===== config.mk =====
export PLATFORM = sky130hd
export DESIGN_NAME = baccarat_deal_fsm
export DESIGN_NICKNAME = d
export VERILOG_FILES = /design/src/rtl/baccarat_deal_fsm.sv
export SDC_FILE = /design/constraint.sdc
export NUM_CORES = 1
export LEC_CHECK = 0
export BUFFER_PORTS_ARGS = -buffer_cell sky130_fd_sc_hd__buf_2
export CAP_MARGIN = 25
export CORE_MARGIN = 5
export CORE_UTILIZATION = 35
export CTS_BUF_LIST = sky130_fd_sc_hd__clkbuf_4 sky130_fd_sc_hd__clkbuf_8
export DETAILED_ROUTE_END_ITERATION = 12
export GPL_TIMING_DRIVEN = 0
export MAX_ROUTING_LAYER = met4
export PLACE_DENSITY = 0.69
export SYNTH_ARGS = -nofsm -noshare
export SYNTH_HDL_FRONTEND = slang
export SYNTH_SLANG_ARGS = --single-unit

===== constraint.sdc =====
create_clock -name slow_clock -period 1.49 [get_ports slow_clock]
set_input_delay 0.0745 -clock slow_clock [delete_from_list [all_inputs] [get_ports slow_clock]]
set_output_delay 0.0745 -clock slow_clock [all_outputs]
set_load 0.03 [all_outputs]

===== src/rtl/baccarat_deal_fsm.sv =====
// baccarat_deal_fsm: deals four cards, applies the third-card rules, then lights the winner.
// Latency: one state per slow_clock edge; DONE is reached 6 to 9 edges after reset release.
// Backpressure: none. BACCARAT_AUTO_REDEAL_EN enables a HOLD_CYCLES hold in DONE, then a clear and redeal.
module baccarat_deal_fsm #(
  parameter int HOLD_CYCLES = 8
) (
  input  logic       slow_clock,
  input  logic       resetb,
  input  logic [3:0] pscore,
  input  logic [3:0] dscore,
  input  logic [3:0] pcard3,
  output logic       load_pcard1,
  output logic       load_pcard2,
  output logic       load_pcard3,
  output logic       load_dcard1,
  output logic       load_dcard2,
  output logic       load_dcard3,
  output logic       clear_hand,
  output logic       player_win_light,
  output logic       dealer_win_light
);

  typedef enum logic [3:0] {
    s_rst,
    s_p1,
    s_d1,
    s_p2,
    s_d2,
    s_check,
    s_p3,
    s_bchk,
    s_d3,
    s_done
  } state_t;

  state_t     state;
  state_t     state_nxt;

  logic [3:0] pv;
  logic       natural;
  logic       player_draws;
  logic       dealer_low;
  logic       banker_draws;
  logic       hold_done;
  logic       redeal;

  // A hold of zero cycles would make DONE invisible; reject it at elaboration.
  if (HOLD_CYCLES < 1) begin : g_hold_check
    $error("HOLD_CYCLES must be at least 1");
  end

  // Face value of the player's third card: only codes 1-9 count, tens and pictures are zero.
  always_comb begin
    pv = 4'd0;
    if (pcard3 >= 4'd1 && pcard3 <= 4'd9) begin
      pv = pcard3;
    end
  end

  // Two-card decisions; out-of-range scores (10-15) fall into the natural branch.
  always_comb begin
    natural      = (pscore >= 4'd8) || (dscore >= 4'd8);
    player_draws = (pscore <= 4'd5);
    dealer_low   = (dscore <= 4'd5);
  end

  // Banker rule after the player has drawn; scores above 6 (including 10-15) stand.
  always_comb begin
    banker_draws = 1'b0;
    case (dscore)
      4'd0, 4'd1, 4'd2: banker_draws = 1'b1;
      4'd3:             banker_draws = (pv != 4'd8);
      4'd4:             banker_draws = (pv >= 4'd2) && (pv <= 4'd7);
      4'd5:             banker_draws = (pv >= 4'd4) && (pv <= 4'd7);
      4'd6:             banker_draws = (pv >= 4'd6) && (pv <= 4'd7);
      default:          banker_draws = 1'b0;
    endcase
  end

`ifdef BACCARAT_AUTO_REDEAL_EN
  localparam int CW = (HOLD_CYCLES > 1) ? $clog2(HOLD_CYCLES) : 1;

  logic [CW-1:0] hold_cnt;

  // Last DONE cycle of the hold window.
  always_comb hold_done = (hold_cnt == CW'(HOLD_CYCLES - 1));

  // Hold counter: runs only while staying in DONE, so it is zero on DONE entry and everywhere else.
  always_ff @(posedge slow_clock or negedge resetb) begin
    if (!resetb) begin
      hold_cnt <= '0;
    end else if (state == s_done && state_nxt == s_done) begin
      hold_cnt <= hold_cnt + 1'b1;
    end else begin
      hold_cnt <= '0;
    end
  end

  // Marks the RST cycle entered from DONE, which is the only RST that clears the hand.
  always_ff @(posedge slow_clock or negedge resetb) begin
    if (!resetb) begin
      redeal <= 1'b0;
    end else begin
      redeal <= (state == s_done) && hold_done;
    end
  end
`else
  // Without redeal DONE never exits and the hand is never cleared by this block.
  always_comb begin
    hold_done = 1'b0;
    redeal    = 1'b0;
  end
`endif

  // State register.
  always_ff @(posedge slow_clock or negedge resetb) begin
    if (!resetb) begin
      state <= s_rst;
    end else begin
      state <= state_nxt;
    end
  end

  // Next-state logic and Moore output decode.
  always_comb begin
    state_nxt        = state;
    load_pcard1      = 1'b0;
    load_pcard2      = 1'b0;
    load_pcard3      = 1'b0;
    load_dcard1      = 1'b0;
    load_dcard2      = 1'b0;
    load_dcard3      = 1'b0;
    clear_hand       = 1'b0;
    player_win_light = 1'b0;
    dealer_win_light = 1'b0;
    case (state)
      s_rst: begin
        clear_hand = redeal;
        state_nxt  = s_p1;
      end
      s_p1: begin
        load_pcard1 = 1'b1;
        state_nxt   = s_d1;
      end
      s_d1: begin
        load_dcard1 = 1'b1;
        state_nxt   = s_p2;
      end
      s_p2: begin
        load_pcard2 = 1'b1;
        state_nxt   = s_d2;
      end
      s_d2: begin
        load_dcard2 = 1'b1;
        state_nxt   = s_check;
      end
      s_check: begin
        if (natural) begin
          state_nxt = s_done;
        end else if (player_draws) begin
          state_nxt = s_p3;
        end else if (dealer_low) begin
          state_nxt = s_d3;
        end else begin
          state_nxt = s_done;
        end
      end
      s_p3: begin
        load_pcard3 = 1'b1;
        state_nxt   = s_bchk;
      end
      s_bchk: begin
        state_nxt = banker_draws ? s_d3 : s_done;
      end
      s_d3: begin
        load_dcard3 = 1'b1;
        state_nxt   = s_done;
      end
      s_done: begin
        player_win_light = (pscore >= dscore);
        dealer_win_light = (dscore >= pscore);
        if (hold_done) begin
          state_nxt = s_rst;
        end
      end
      default: begin
        state_nxt = s_rst;
      end
    endcase
  end

endmodule


==> results.tsv <==
metric	value	unit
status	finished clean	
drc_errors	0	
power	1.03	mW
synth-simple-area-share	22.7	%
start_kind	register	
synth_flop_cell	dfrtp_1	
mostFrequentLayoutCells	buf_2, buf_4, inv_1, nor3_1	
core.rowCount	13	
nets	106	
skew	0.00267	ns
htree_levels	1	
leakagePower	0.357	nW
layout.cells.non_filler	101	
yosysSeqAreaShare	21.6	%
synth_top_family_by_area	compound AO/OA/AOI/OAI gates	
synth_adder_area_share	10.8	%
async_reset_ff_share	100	%
vias	509	
final_common_cell	buf_2	
clock_latency	0.23	ns
path_max_fanout	6	
grt_pass1_vias	466	
numCtsBuffers	3	
wl_per_cell	11.7	µm
finalSetupViolCount	0	
ys_types	28	
grt_setup_unrepaired	true	
dpl.hpwl	896	µm
largest-register	state	
regToRegStartpoint	state[1]	
reg_top3	state (4)	
p_per_area	1480	mW/mm²
fin_crit_sh	96.6	%
synth_compound_area_share	32.7	%
r2r_slack	0.38	ns
largest_reg_flops	4	
crit_type	reg2out	
peakVddDrop	747	µV
gp_congestion	0.702	
area_growth	50.0	%
io_pins	23	
slew_violations	0	
post-place-cells	94	
antenna_cells	0	
syn_area	463	µm²
dieWidth	46.4	µm
start_util	36.5	%
path_cells	nand2b_4, o41ai_4, buf_4	
drtAntennaViolNets	0	
grt_pass1_wl	1910	µm
r2r-end	state[0]	
cts_tree	done	
io_buffers	21	
drtIter0Drc	15	
ys_ff_latch	4	
grt_usage	12.5	%
clock-sinks	4	
cp-end-kind	output pin	
via_per_inst	5.04	
core_area	0.00127	mm²
grt_max_degree	11	
maxCapViolCount	0	
fp.dieH	46.4	µm
cts_root_buffer	clkbuf_4	
slowest_delay	0.43	ns
reg2regPathDepth	5	
synth.yosys.warnings	0	
grt-ovfl-total	0	
drive_gt1_share	47.7	%
crit_buf_inv	1	
hold_path_class	in2async	
clkSlewWorstSetupHoldPaths	0.04	ns
synth_cells	58	
cp_top_family	flip-flops	
clk_path_buf_depth	2	
routed_wl	1180	µm
cp_data_arrival_time	1.36	ns
synthMuxAreaShare	0	%
setup-tns-final	0	ns
report.final.hold_viol_count	0	
synth.avg_cell_area	7.98	µm²
fmax	695	MHz
period_needed	1.44	ns
worst_ep_required_time	1.42	ns
synthXorXnorAreaFrac	0	%
synth_edf_count	0	
grt_antenna_before_repair	0	
slowest_stage	dfrtp_2	
drt-pass1-iter-count	4	
dieArea	0.00215	mm²
syn_nets	76	
worst max path at each step:
stage                            end       from  cells after the start  slack, ns
finish              player_win_light   state[2]                      3       0.05
detailed placement  player_win_light  dscore[1]                      7     -0.003
global route        player_win_light   state[2]                      3     -0.001
CTS                 player_win_light   state[2]                      3      0.002
floorplan                load_dcard3   state[2]                      3       0.02
global placement    player_win_light  dscore[1]                      7      0.005
per-layer routing:
metal  vias to the layer above  part of all wire (%)  track usage (%)
met1                       231                    45             17.2
met4                         0                     0             3.41
met5                         -                     0                -
li1                        266                     -                -
met3                         0                   4.7             3.52
met2                        12                    50             17.6
cell families (layout without fill, tap and decap cells):
group / after synthesis / in the layout
and+or+nand+nor: 20 / 20
buffers and inverters: 12 / 40
AOI/OAI and AO/OA: 17 / 17
adders and majority gates: 4 / 4
other: 1 / 1
DFF: 4 / 4
stage by stage:
step           util, %  instance area (µm²)  setup WS, ns  hold WS [ns]
4_1_cts           50.2                  637       0.00221         0.173
3_3_place_gp      47.1                  598       0.00455        -0.118
2_1_floorplan        -                  474        0.0198        -0.221
6_report          54.7                  694        0.0507         0.172
5_1_grt           54.7                  694      -0.00112         0.178
3_5_place_dp      47.1                  598      -0.00301        -0.116
synthesized netlist by cell type, types with 2 or more instances:
library cell,count,area (µm²)
a21oi_1,2,10.0
dfrtp_1,4,100
o21a_1,2,15.0
nor3_1,6,30.0
a211o_1,2,17.5
o21ai_1,2,10.0
nand2b_1,3,18.8
buf_2,3,15.0
inv_1,7,26.3
nor2_1,4,15.0
nand2_1,3,11.3
ha_1,4,50.1
power breakdown:
part           switching [mW]  internal [mW]  total (mW)
clock network          0.0473         0.0903       0.138
logic                   0.381          0.283       0.665
registers              0.0599          0.163       0.223
area by class of cell:
class | count | area, µm²
multi-input cells | 42 | 347
inverters | 8 | 30.0
fillers | 117 | 574
repair buffers | 26 | 154
well taps | 15 | 18.8
plain buffers | 3 | 20.0
clock buffers | 3 | 22.5
flip-flops and latches | 4 | 103
timing repair:
item | 4_1_cts | 5_1_grt
hold endpoints to repair | 4 | 0
pin swaps | 0 | 1
hold buffers | 1 | 0
buffers inserted | 0 | 4
gates resized for setup | 4 | 10
endpoints found under the setup margin | 2 | 2
Power figures use the tool's default switching activity.
